$ cat config.mk
export PLATFORM = sky130hd
export DESIGN_NAME = mem_wb_queue
export DESIGN_NICKNAME = d
export VERILOG_FILES = /design/src/rtl/mem_wb_queue.sv
export SDC_FILE = /design/constraint.sdc
export NUM_CORES = 1
export LEC_CHECK = 0
export CAP_MARGIN = 20
export CORE_AREA = 4 4 362 364
export CTS_CLUSTER_SIZE = 8
export DETAILED_ROUTE_END_ITERATION = 16
export DIE_AREA = 0 0 366 368
export DONT_BUFFER_PORTS = 1
export PLACE_DENSITY = 0.51
export RECOVER_POWER = 50
export SETUP_SLACK_MARGIN = 0.3
export SYNTH_ARGS = -nofsm -noshare
export SYNTH_HDL_FRONTEND = slang
export SYNTH_SLANG_ARGS = --single-unit
$ cat constraint.sdc
create_clock -name clk -period 11.74 [get_ports clk]
set_input_delay 0.587 -clock clk [delete_from_list [all_inputs] [get_ports clk]]
set_output_delay 0.587 -clock clk [all_outputs]
set_load 0.05 [all_outputs]
$ cat src/rtl/mem_wb_queue.sv
// Writeback queue between the MEM unit and the CDB arbiter: a circular FIFO of
// completed results, presenting the oldest entry as a CDB request.
module mem_wb_queue #(
  parameter int DEPTH        = 4,
  parameter int STALL_THRESH = 1,
  localparam int AW          = $clog2(DEPTH)
) (
  input  logic          clk,
  input  logic          rst,
  input  logic          in_valid,
  input  logic [2:0]    in_warp_id,
  input  logic [1:0]    in_scb_id,
  input  logic [4:0]    in_reg_addr,
  input  logic [7:0]    in_mask,
  input  logic [255:0]  in_data,
  input  logic [31:0]   in_instr,
  input  logic          cdb_grant_i,
  output logic          cdb_req_o,
  output logic [2:0]    cdb_warp_id_o,
  output logic [1:0]    cdb_scb_id_o,
  output logic [4:0]    cdb_reg_addr_o,
  output logic [7:0]    cdb_mask_o,
  output logic [255:0]  cdb_data_o,
  output logic [31:0]   cdb_instr_o,
  output logic          stall_o,
  output logic [AW:0]   count_o,
  output logic          overflow_o
);

  typedef struct packed {
    logic [2:0]   warp_id;
    logic [1:0]   scb_id;
    logic [4:0]   reg_addr;
    logic [7:0]   mask;
    logic [255:0] data;
    logic [31:0]  instr;
  } wb_entry_t;

  wb_entry_t       mem [DEPTH];
  wb_entry_t       head;
  logic [AW-1:0]   wr_ptr, rd_ptr;
  logic [AW:0]     count;
  logic            full, push, pop;

  assign full = (count == (AW+1)'(DEPTH));
  assign pop  = rst && (count != '0) && cdb_grant_i;
  // A full queue still accepts a push when the head leaves in the same cycle.
  assign push = rst && in_valid && (!full || pop);

  always_ff @(posedge clk or negedge rst) begin
    if (!rst) begin
      wr_ptr     <= '0;
      rd_ptr     <= '0;
      count      <= '0;
      overflow_o <= 1'b0;
    end else begin
      if (push) wr_ptr <= wr_ptr + AW'(1);
      if (pop)  rd_ptr <= rd_ptr + AW'(1);
      if (push && !pop)      count <= count + (AW+1)'(1);
      else if (pop && !push) count <= count - (AW+1)'(1);
      if (in_valid && !push) overflow_o <= 1'b1;
    end
  end

  // Storage is deliberately left unreset; only the pointers define validity.
  always_ff @(posedge clk) begin
    if (push)
      mem[wr_ptr] <= '{warp_id: in_warp_id, scb_id: in_scb_id, reg_addr: in_reg_addr,
                       mask: in_mask, data: in_data, instr: in_instr};
  end

  assign head           = mem[rd_ptr];
  assign cdb_req_o      = (count != '0);
  assign cdb_warp_id_o  = head.warp_id;
  assign cdb_scb_id_o   = head.scb_id;
  assign cdb_reg_addr_o = head.reg_addr;
  assign cdb_mask_o     = head.mask;
  assign cdb_data_o     = head.data;
  assign cdb_instr_o    = head.instr;
  assign count_o        = count;
  assign stall_o        = ((DEPTH - int'(count)) <= STALL_THRESH);

endmodule

==> impl_metrics.yaml, run 1 <==
clocking:
  cts-root-buf: "clkbuf_16"
  cts-hold-fix-buffers: 308
  numCtsBuffers: 172
  cts_tree: "yes"
  htreeDepth: 4
  post_cts_buffers: 0
  path_clk_slew_ns: 0.05
  cts_sinks: 1232
  cts_resized: 0
  clk_path_buf_depth: 3
  clk_latency_ns: 0.75
grt:
  grt_max_degree: 143
  grt_usage: 0.143
  grt_pass1_vias: 20600
  grt_remaining_overflow: 0
  grt_first_pass_wirelength_mm: 143
  antenna_found_initial: 16
yosys:
  syn-num-nets: 1963
  synth_seq_cells: 1232
  postSynthCellCount: 1645
  syn-cell-area_sq_mm: 0.0446
  netlist-cell-type-count: 24
  postSynthAreaPerCell_sq_um: 27.1
  ys_seq_area_frac: 0.829
  ys_warn_count: 0
timing:
  slew_headroom: -1.79
  slew_violations: 210
  hold_violations: 0
  setup_ws_ns: 5.65
  max_freq_ghz: 0.164
  rsz0062_at_grt: "false"
  finalClockSkew_ns: 0.0277
  finalSetupViolCount: 0
  tns_ns: 0
  min_period_ns: 6.09
  tightest_slew_ns: 4.18
  fin_crit_sh: 0.518
worst_setup_path:
  worst_setup_path_end_kind: "flop"
  slowest_stage: "and2_0"
  critical_path.top_delay_family: "simple AND/OR/NAND/NOR gates"
  startpoint_type: "flop"
  cp_cell_sequence: "nor2_1 -> ha_1 -> nor2b_1 -> o211a_1 -> and2_0 -> buf_12"
  critical_path_class: "reg2reg"
  crit_start: "count_o[0]$_DFFE_PN0P_"
  worst-path-buf-inv: 1
  reg2reg_from: "count_o[0]$_DFFE_PN0P_"
  cp_max_fo: 132
  slowest_delay_ns: 3.05
  arrival_ns: 6.44
  required_ns: 12.09
  rrSetupSlack_ns: 5.65
run_status:
  status: "finished, violations left"
  violations: "capacitance limit, slew limit"
route:
  vias: 19000
  dr.pass1.iters: 5
  drc: 0
  ant_nets: 0
  routed_wl_mm: 97.9
  wire_per_inst_microns: 25.9
  via_per_inst: 5.02
  drt_iter0_drc: 1343
hold_path:
  hp-start: "cdb_grant_i"
  hold_path.class: "in2reg"
placed_design:
  pre_cts_ws_ns: 7.62
  dp_hpwl_mm: 59.0
  port_buffers: 0
  finalWeightedCongestion: 0.794
floorplanning:
  num_io_pins: 622
  rows: 131
  die-area_sq_mm: 0.135
  die_width_microns: 366
  initial_core_util: 0.350
  core_area_sq_mm: 0.127
  dieHeight_microns: 368
finish:
  mostFrequentLayoutCells: "edfxtp_1 (1,224), dlygate4sd3_1 (308), mux4_2 (306)"
  fin_nets: 2393
  layout_commonest_cell: "edfxtp_1"
  area_delta_synth_final_pct: 21.8
  drive_above_1_share: 0.243
job:
  drv_cap: 5
power_and_ir_drop:
  power_frac_clock: 0.294
  power.density_mw_per_mm2: 273
  intPower_uw: 9240
  peakVddDrop_mv: 0.234
  p_leak_uw: 0.0170
  p_switching_uw: 5580
  combPwrFrac: 0.330
  switching_share: 0.377
  p_seq_frac: 0.376
-- layout make-up --
cell class                      count  area (sq um)
Multi-Input combinational cell    336          7160
Fill cell                       10700         73100
Tap cell                         1662          2080
Antenna cell                       18          45.0
Clock inverter                     11           211
Inverter                            8          30.0
Sequential cell                  1232         37000
Clock buffer                      196          4470
Timing Repair Buffer              325          3340
-- per-layer routing --
layer / part of all wire / routed length [microns] / vias up / GRT usage
met5: 0.00028 / 27 / - / 0
met2: 0.51 / 49600 / 691 / 0.239
met3: 0.084 / 8230 / 153 / 0.0561
met4: 0.026 / 2560 / 4 / 0.0479
li1: - / - / 7996 / -
met1: 0.38 / 37500 / 10200 / 0.171
-- stage by stage --
step / instance area (sq um) / std cells / total power [uW] / utilization / hold slack, ns
CTS: 54300 / 3770 / 15100 / 0.426 / 0.114
detailed placement: 46500 / 3255 / 10500 / 0.365 / 0.292
floorplan: 44600 / 1645 / 9890 / - / 0.291
finish: 54300 / 3788 / 14800 / 0.426 / 0.198
global route: 54300 / 3782 / 15400 / 0.426 / 0.162
global placement: 46500 / 3255 / 10500 / 0.365 / 0.292
-- Yosys cell counts --
cell type,instances,area (sq um)
o211a_1,1,10.0
nand2_1,1,3.75
mux2_2,2,22.5
nor2_1,2,7.51
buf_1,3,11.3
nand3_1,1,5.00
xor2_1,1,8.76
inv_1,8,30.0
o21bai_1,1,7.51
and2_1,4,25.0
nor2b_1,1,6.26
o21ai_0,1,5.00
fa_1,1,20.0
a21oi_1,1,5.00
buf_2,41,205
dfrtp_1,8,200
mux4_2,306,6890
xnor2_1,5,43.8
a22oi_1,1,7.51
buf_4,6,45.0
edfxtp_1,1224,36800
buf_6,14,158
clkbuf_1,5,18.8
ha_1,7,87.6
-- sequential cells by signal, indices dropped and copies added, names as in the netlist --
register / flops
mem: 1224
count_o: 3
rd_ptr: 2
wr_ptr: 2
overflow_o: 1
-- worst paths after layout --
kind | cells past startpoint | end
min in group asynchronous | 1 | overflow_o$_DFFE_PN0P_
hold reg to reg | 1 | wr_ptr[1]$_DFFE_PN0P_
setup reg to reg | 6 | mem[0][154]$_DFFE_PP_
setup / recovery | 6 | mem[0][154]$_DFFE_PP_
max in group asynchronous | 1 | rd_ptr[1]$_DFFE_PN0P_
hold / removal | 3 | rd_ptr[1]$_DFFE_PN0P_
-- power by group through the flow --
stage	clock [uW]	sequential, uW	combinational, uW
6_report	4360	5570	4900
5_1_grt	4710	5600	5100
4_1_cts	4490	5570	5000
3_5_place_dp	0	5650	4870
3_3_place_gp	0	5640	4850
2_1_floorplan	0	5670	4210
-- worst register-to-register path: cells and delay by family (launching register included) --
family	cells	cell delay, ns
DFF	1	0.74
adders and majority gates	1	0.25
and+or+nand+nor	3	3.47
buffers and inverters	1	0.60
AOI/OAI and AO/OA	1	0.33
-- kinds of logic after synthesis --
kind of cell / synth area share
and+or+nand+nor: 0.00107
DFF: 0.829
xor gates and xnor gates: 0.00118
AOI/OAI and AO/OA: 0.000786
muxes: 0.155
adders and majority gates: 0.00241
buffers and inverters: 0.0105
Note: power is estimated with default switching activity, not from simulation.
==> run 2, diff against run 1 <==
clock period = 5.6 ns   (was 11.74 ns; I/O delays follow)
==> run 2 against run 1 <==
Non-clock buffer count rose by 39. Worst setup slack got worse by 4.2 ns. Clock skew decreased by 0.0014 ns. Critical endpoint is now cdb_instr_o[12]. Hold slack improved by 0.017 ns. Die area unchanged. Flip-flop and latch count unchanged. Core utilization increased by 0.40 points. The run still ends with capacitance limit, slew limit left. Sequential power up 110%. Largest power group unchanged. First-iteration DRC count decreased by 5.7%. Count of clock-buffer cells in the layout fell by 2. Combinational power up 110%. Power increased by 110%.
==> impl_metrics.yaml, run 2 (synthesis gave the netlist of run 1 again) <==
floorplanning:
  rows: 131
  dieHeight_microns: 368
  num_io_pins: 622
  die-area_sq_mm: 0.135
  initial_core_util: 0.350
  die_width_microns: 366
  core_area_sq_mm: 0.127
placed_design:
  port_buffers: 0
  dpl_cell_area_sq_mm: 0.0469
  dp_cells: 3292
  dp_hpwl_mm: 61.5
  finalWeightedCongestion: 0.778
clocking:
  cts_resized: 0
  htreeDepth: 4
  cts_tree: "yes"
  numCtsBuffers: 172
  clk_latency_ns: 0.77
  path_clk_slew_ns: 0.05
  cts-root-buf: "clkbuf_16"
  clk_path_buf_depth: 3
  cts_sinks: 1232
route:
  drc: 0
  vias: 19100
  routed_wl_mm: 97.6
  via_per_inst: 5.00
  wire_per_inst_microns: 25.5
  drt_iter0_drc: 1266
  ant_nets: 0
  dr.pass1.iters: 5
timing:
  rsz0062_at_grt: "false"
  fin_crit_sh: 0.735
  tightest_slew_ns: 1.89
  finalClockSkew_ns: 0.0263
  slew_violations: 47
  finalSetupViolCount: 0
  min_period_ns: 4.11
  hold_violations: 0
  max_freq_ghz: 0.243
  slew_headroom: -0.260
job:
  drv_cap: 1
power_and_ir_drop:
  switching_share: 0.378
  p_switching_uw: 11800
  power.density_mw_per_mm2: 571
  p_leak_uw: 0.0172
  p_seq_frac: 0.371
  power_uw: 31300
  power_frac_clock: 0.295
  peakVddDrop_mv: 0.373
  intPower_uw: 19400
  combPwrFrac: 0.334
run_status:
  status: "finished, violations left"
  violations: "capacitance limit, slew limit"
grt:
  grt_first_pass_wirelength_mm: 144
  grt_max_degree: 95
  grt_pass1_vias: 20900
  grt_remaining_overflow: 0
  antenna_found_initial: 19
  grt_usage: 0.145
finish:
  design_area_sq_mm: 0.0548
  fin_cells: 3829
  largest_register_ffs: 1224
  layout_commonest_cell: "edfxtp_1"
  mostFrequentLayoutCells: "edfxtp_1 (1,224), dlygate4sd3_1 (310), mux4_2 (306)"
  area_delta_synth_final_pct: 22.9
  largest-register: "mem"
  fin_nets: 2432
  drive_above_1_share: 0.258
  utilization: 0.430
worst_setup_path:
  arrival_ns: 3.83
  critical_path.top_delay_family: "buffers and inverters"
  startpoint_type: "flop"
  slowest_stage: "clkbuf_2"
  cp_max_fo: 46
  worst-path-buf-inv: 1
  required_ns: 5.32
  worst_setup_path_end_kind: "primary output"
  rrSetupSlack_ns: 2.05
  slowest_delay_ns: 1.44
  cp_cell_sequence: "clkbuf_2 -> mux4_2"
  critical_path_class: "reg2out"
hold_path:
  hold_path.class: "in2reg"
==> run 2: cell types whose count changed in the layout (fill, tap and decap cells not counted), moves of 2 or more <==
cell,before,now
dlygate4sd3_1,308,310
clkinv_16,2,6
and2_4,0,4
clkbuf_1,20,22
buf_4,7,31
buf_12,10,18
and2_0,4,0
==> run 2: worst paths after layout <==
kind	start	endpoint	depth (start not counted)
setup / recovery	rd_ptr[0]$_DFFE_PN0P_	cdb_instr_o[12]	2
hold / removal	in_data[69]	mem[0][101]$_DFFE_PP_	1
setup reg to reg	count_o[0]$_DFFE_PN0P_	mem[3][115]$_DFFE_PP_	6
hold reg to reg	wr_ptr[1]$_DFFE_PN0P_	wr_ptr[1]$_DFFE_PN0P_	1
max in group asynchronous	rst	rd_ptr[0]$_DFFE_PN0P_	2
min in group asynchronous	rst	wr_ptr[0]$_DFFE_PN0P_	2
==> run 2: repair_timing <==
action | 4_1_cts | 5_1_grt
endpoints found under the hold margin | 1240 | 0
setup buffers | 0 | 0
hold buffers | 310 | 0
==> run 2: area by class of cell <==
type | instances | area (sq um)
Antenna cell | 19 | 47.5
Clock buffer | 194 | 4450
Timing Repair Buffer | 364 | 3740
Tap cell | 1662 | 2080
Sequential cell | 1232 | 37000
Clock inverter | 14 | 317
Inverter | 8 | 30.0
Multi-Input combinational cell | 336 | 7170
Fill cell | 10700 | 72600
==> run 2: per-stage QoR <==
step                worst slack, ns  TNS [ns]  hold WS, ns
floorplan                    -0.151   -185.43      -0.0156
global placement               2.11         0      -0.0152
detailed placement             2.05         0      -0.0153
CTS                            1.96         0        0.131
global route                   1.07         0        0.169
finish                         1.49         0        0.215
==> run 2: power by group through the flow <==
stage                     Clock, uW  Sequential [uW]  Combinational, uW
after global placement            0            11700              10400
final                          9220            11600              10500
after detailed placement          0            11800              10400
after global routing           9960            11700              10900
after CTS                      9500            11600              10700
after floorplan                   0            11700               8840
==> run 2: layer usage <==
metal,up-vias,track usage,part of all wire
li1,8087,-,-
met1,10300,0.175,0.39
met3,147,0.0543,0.080
met2,638,0.240,0.51
met4,6,0.0486,0.022
met5,-,0,0.00042
==> run 3, diff against run 2 <==
ABC_AREA = 1   (was default)
CORE_AREA = 4 4 369 371   (was 4 4 362 364)
DIE_AREA = 0 0 373 375   (was 0 0 366 368)
PLACE_DENSITY = 0.53   (was 0.51)
clock period = 3.5 ns   (was 5.6 ns; I/O delays follow)
==> run 3 against run 2 <==
The run now ends clean. Via count increased by 48%. Flip-flop and latch count did not move. Count of clock-buffer cells in the layout decreased by 2. Worst setup slack worse by 1.2 ns. Global-route usage increased by 1.6 points. Register-to-register slack worse by 1.8 ns. Clock skew down 0.0020 ns. Hold slack got worse by 0.089 ns. Routed wire length is 19% higher. Critical path type is now reg2reg.
==> impl_metrics.yaml, run 3 <==
run_status:
  status: "finished clean"
timing:
  slew_headroom: 0.353
  tightest_slew_ns: 0.965
  rsz0062_at_grt: "true"
  min_period_ns: 3.21
  tns_ns: 0
  finalClockSkew_ns: 0.0242
  hold_violations: 0
  slew_violations: 0
  fin_crit_sh: 0.917
  finalSetupViolCount: 0
  max_freq_ghz: 0.312
yosys:
  synthArstFlopShare: 0.00649
  syn-num-nets: 3646
  synth_seq_cells: 1232
  yosysTopAreaCell: "edfxtp_1"
  synthTopCellsByCount: "edfxtp_1 (1,224), nor2_1 (923), o21ai_0 (655)"
  synth-edff-count: 1224
  yosysTopAreaCellShare: 0.793
  ys_seq_area_frac: 0.798
  postSynthCellCount: 3328
  postSynthAreaPerCell_sq_um: 13.9
  ys.flop_type: "edfxtp_1"
  syn-cell-area_sq_mm: 0.0463
  yosysMostFrequentCell: "edfxtp_1"
  synthTopCellsByArea: "edfxtp_1 (79%), nor2_1 (7.5%), o21ai_0 (7.1%), o21ai_1 (2.9%), buf_2 (1.0%)"
  netlist-cell-type-count: 19
  ys_warn_count: 0
power_and_ir_drop:
  combPwrFrac: 0.437
  power.density_mw_per_mm2: 987
  p_leak_uw: 0.0199
  p_switching_uw: 24900
  power_uw: 58300
  intPower_uw: 33400
  peakVddDrop_mv: 0.705
  power_frac_clock: 0.250
  p_seq_frac: 0.313
  switching_share: 0.428
clocking:
  cts_sinks: 1232
  path_clk_slew_ns: 0.05
  clk_latency_ns: 0.77
  post_cts_buffers: 0
  clk_path_buf_depth: 3
  htreeDepth: 4
  numCtsBuffers: 173
  cts-root-buf: "clkbuf_16"
  cts_tree: "yes"
worst_setup_path:
  r2r_end: "count_o[1]$_DFFE_PN0P_"
  cp_max_fo: 8
  crit_start: "count_o[0]$_DFFE_PN0P_"
  required_ns: 4.14
  worst_setup_path_end_kind: "flop"
  arrival_ns: 3.84
  startpoint_type: "flop"
  crit_end: "count_o[1]$_DFFE_PN0P_"
  rrSetupSlack_ns: 0.29
  critical_path_class: "reg2reg"
  r2r_cells: 12
  reg2reg_from: "count_o[0]$_DFFE_PN0P_"
floorplanning:
  die-area_sq_mm: 0.140
  rows: 134
  core_area_sq_mm: 0.133
  die_width_microns: 373
  dieHeight_microns: 375
  initial_core_util: 0.349
  num_io_pins: 622
grt:
  grt_first_pass_wirelength_mm: 174
  antenna_found_initial: 26
  grt_pass1_vias: 28300
  grt_remaining_overflow: 0
  grt_max_degree: 161
  grt_usage: 0.160
hold_path:
  hold_path.class: "in2reg"
finish:
  drive_above_1_share: 0.152
  largest_register_ffs: 1224
  layout_commonest_cell: "edfxtp_1"
  fin_nets: 4341
  fin_cells: 5844
  mostFrequentLayoutCells: "edfxtp_1 (1,224), nor2_1 (918), o21ai_0 (601)"
  utilization: 0.444
  largest-register: "mem"
  area_delta_synth_final_pct: 27.5
route:
  vias: 28400
  dr.pass1.iters: 5
  routed_wl_mm: 116
  ant_nets: 0
  drc: 0
  wire_per_inst_microns: 19.9
  via_per_inst: 4.86
  drt_iter0_drc: 2077
placed_design:
  port_buffers: 0
  dp_cells: 5304
  dp_hpwl_mm: 72.6
  finalWeightedCongestion: 0.755
job:
  drv_cap: 0
run 3: cell count changes after synthesis, sizes merged, moves of 4 or more:
cell	before	now
nor2	2	923
o21ai	1	920
mux4	306	0
buf	64	133
clkbuf	5	69
nand2	1	17
inv	8	17
and2	4	0
xnor2	5	1
run 3: per-stage QoR:
| step | setup WS [ns] | instance area, sq um | hold WS (ns) |
|---|---|---|---|
| after CTS | 0.288 | 59000 | 0.0310 |
| after detailed placement | 0.733 | 51200 | -0.120 |
| after floorplan | -2.89 | 46400 | -0.121 |
| final | 0.292 | 59100 | 0.126 |
| after global routing | 0.136 | 59100 | 0.0616 |
| after global placement | 0.751 | 51200 | -0.120 |
run 3: per-layer routing:
layer  global-route usage  share of wire  up-vias  wire (microns)
met2                0.261           0.48      812           56000
met4               0.0581          0.029       12            3380
met5                    0        0.00055        -              64
met3               0.0538          0.074      205            8530
li1                     -              -    13500               -
met1                0.199           0.41    13900           48000
run 3: how the worst min path moves through the flow:
| stage | start | end | slack, ns | cells past startpoint |
|---|---|---|---|---|
| floorplan | rst | count_o[0]$_DFFE_PN0P_ | -0.12 | 0 |
| global placement | rst | count_o[0]$_DFFE_PN0P_ | -0.12 | 0 |
| detailed placement | rst | count_o[2]$_DFFE_PN0P_ | -0.12 | 0 |
| CTS | in_data[45] | mem[1][77]$_DFFE_PP_ | 0.03 | 1 |
| global route | in_data[29] | mem[1][61]$_DFFE_PP_ | 0.06 | 1 |
| finish | in_data[41] | mem[0][73]$_DFFE_PP_ | 0.13 | 1 |
run 3: repair_timing:
item,4_1_cts,5_1_grt
endpoints found under the hold margin,1246,0
cloned,0,1
resized for setup,2,5
hold buffers,311,0
setup endpoints to repair,17,63
pin swaps,0,0
run 3: area by class of cell:
type / count / area (sq um)
clock buffers: 192 / 4420
multi-input cells: 1877 / 8370
diodes: 22 / 55.1
clock inverters: 14 / 205
flip-flops and latches: 1232 / 37000
well taps: 1768 / 2210
fillers: 11800 / 73900
inverters: 17 / 85.1
repair buffers: 722 / 6770
run 3: power by group through the flow:
stage | registers, uW | clock network (uW) | logic, uW
3_5_place_dp | 18500 | 0 | 25200
5_1_grt | 18300 | 15600 | 27200
3_3_place_gp | 18500 | 0 | 25200
2_1_floorplan | 18700 | 0 | 17200
4_1_cts | 18200 | 15000 | 25800
6_report | 18200 | 14600 | 25500
run 3: worst max-delay path: stages (launching register included):
cell and delay [ns]:
dfrtp_1 0.64, nor2_4 0.26, ha_4 0.15, clkinvlp_2 0.48
nand3_2 0.31, nand2_2 0.11, nand2_4 0.18, inv_1 0.08
ha_1 0.22, inv_1 0.10, fa_1 0.41, nand2_1 0.09
nand2_1 0.06
run 3: cell families after synthesis:
logic type / Yosys count / synth area share
xor+xnor: 3 / 0.000567
compound gates: 920 / 0.0994
fa+ha+maj: 8 / 0.00232
simple gates: 946 / 0.0769
flops: 1232 / 0.798
buf+inv: 219 / 0.0233
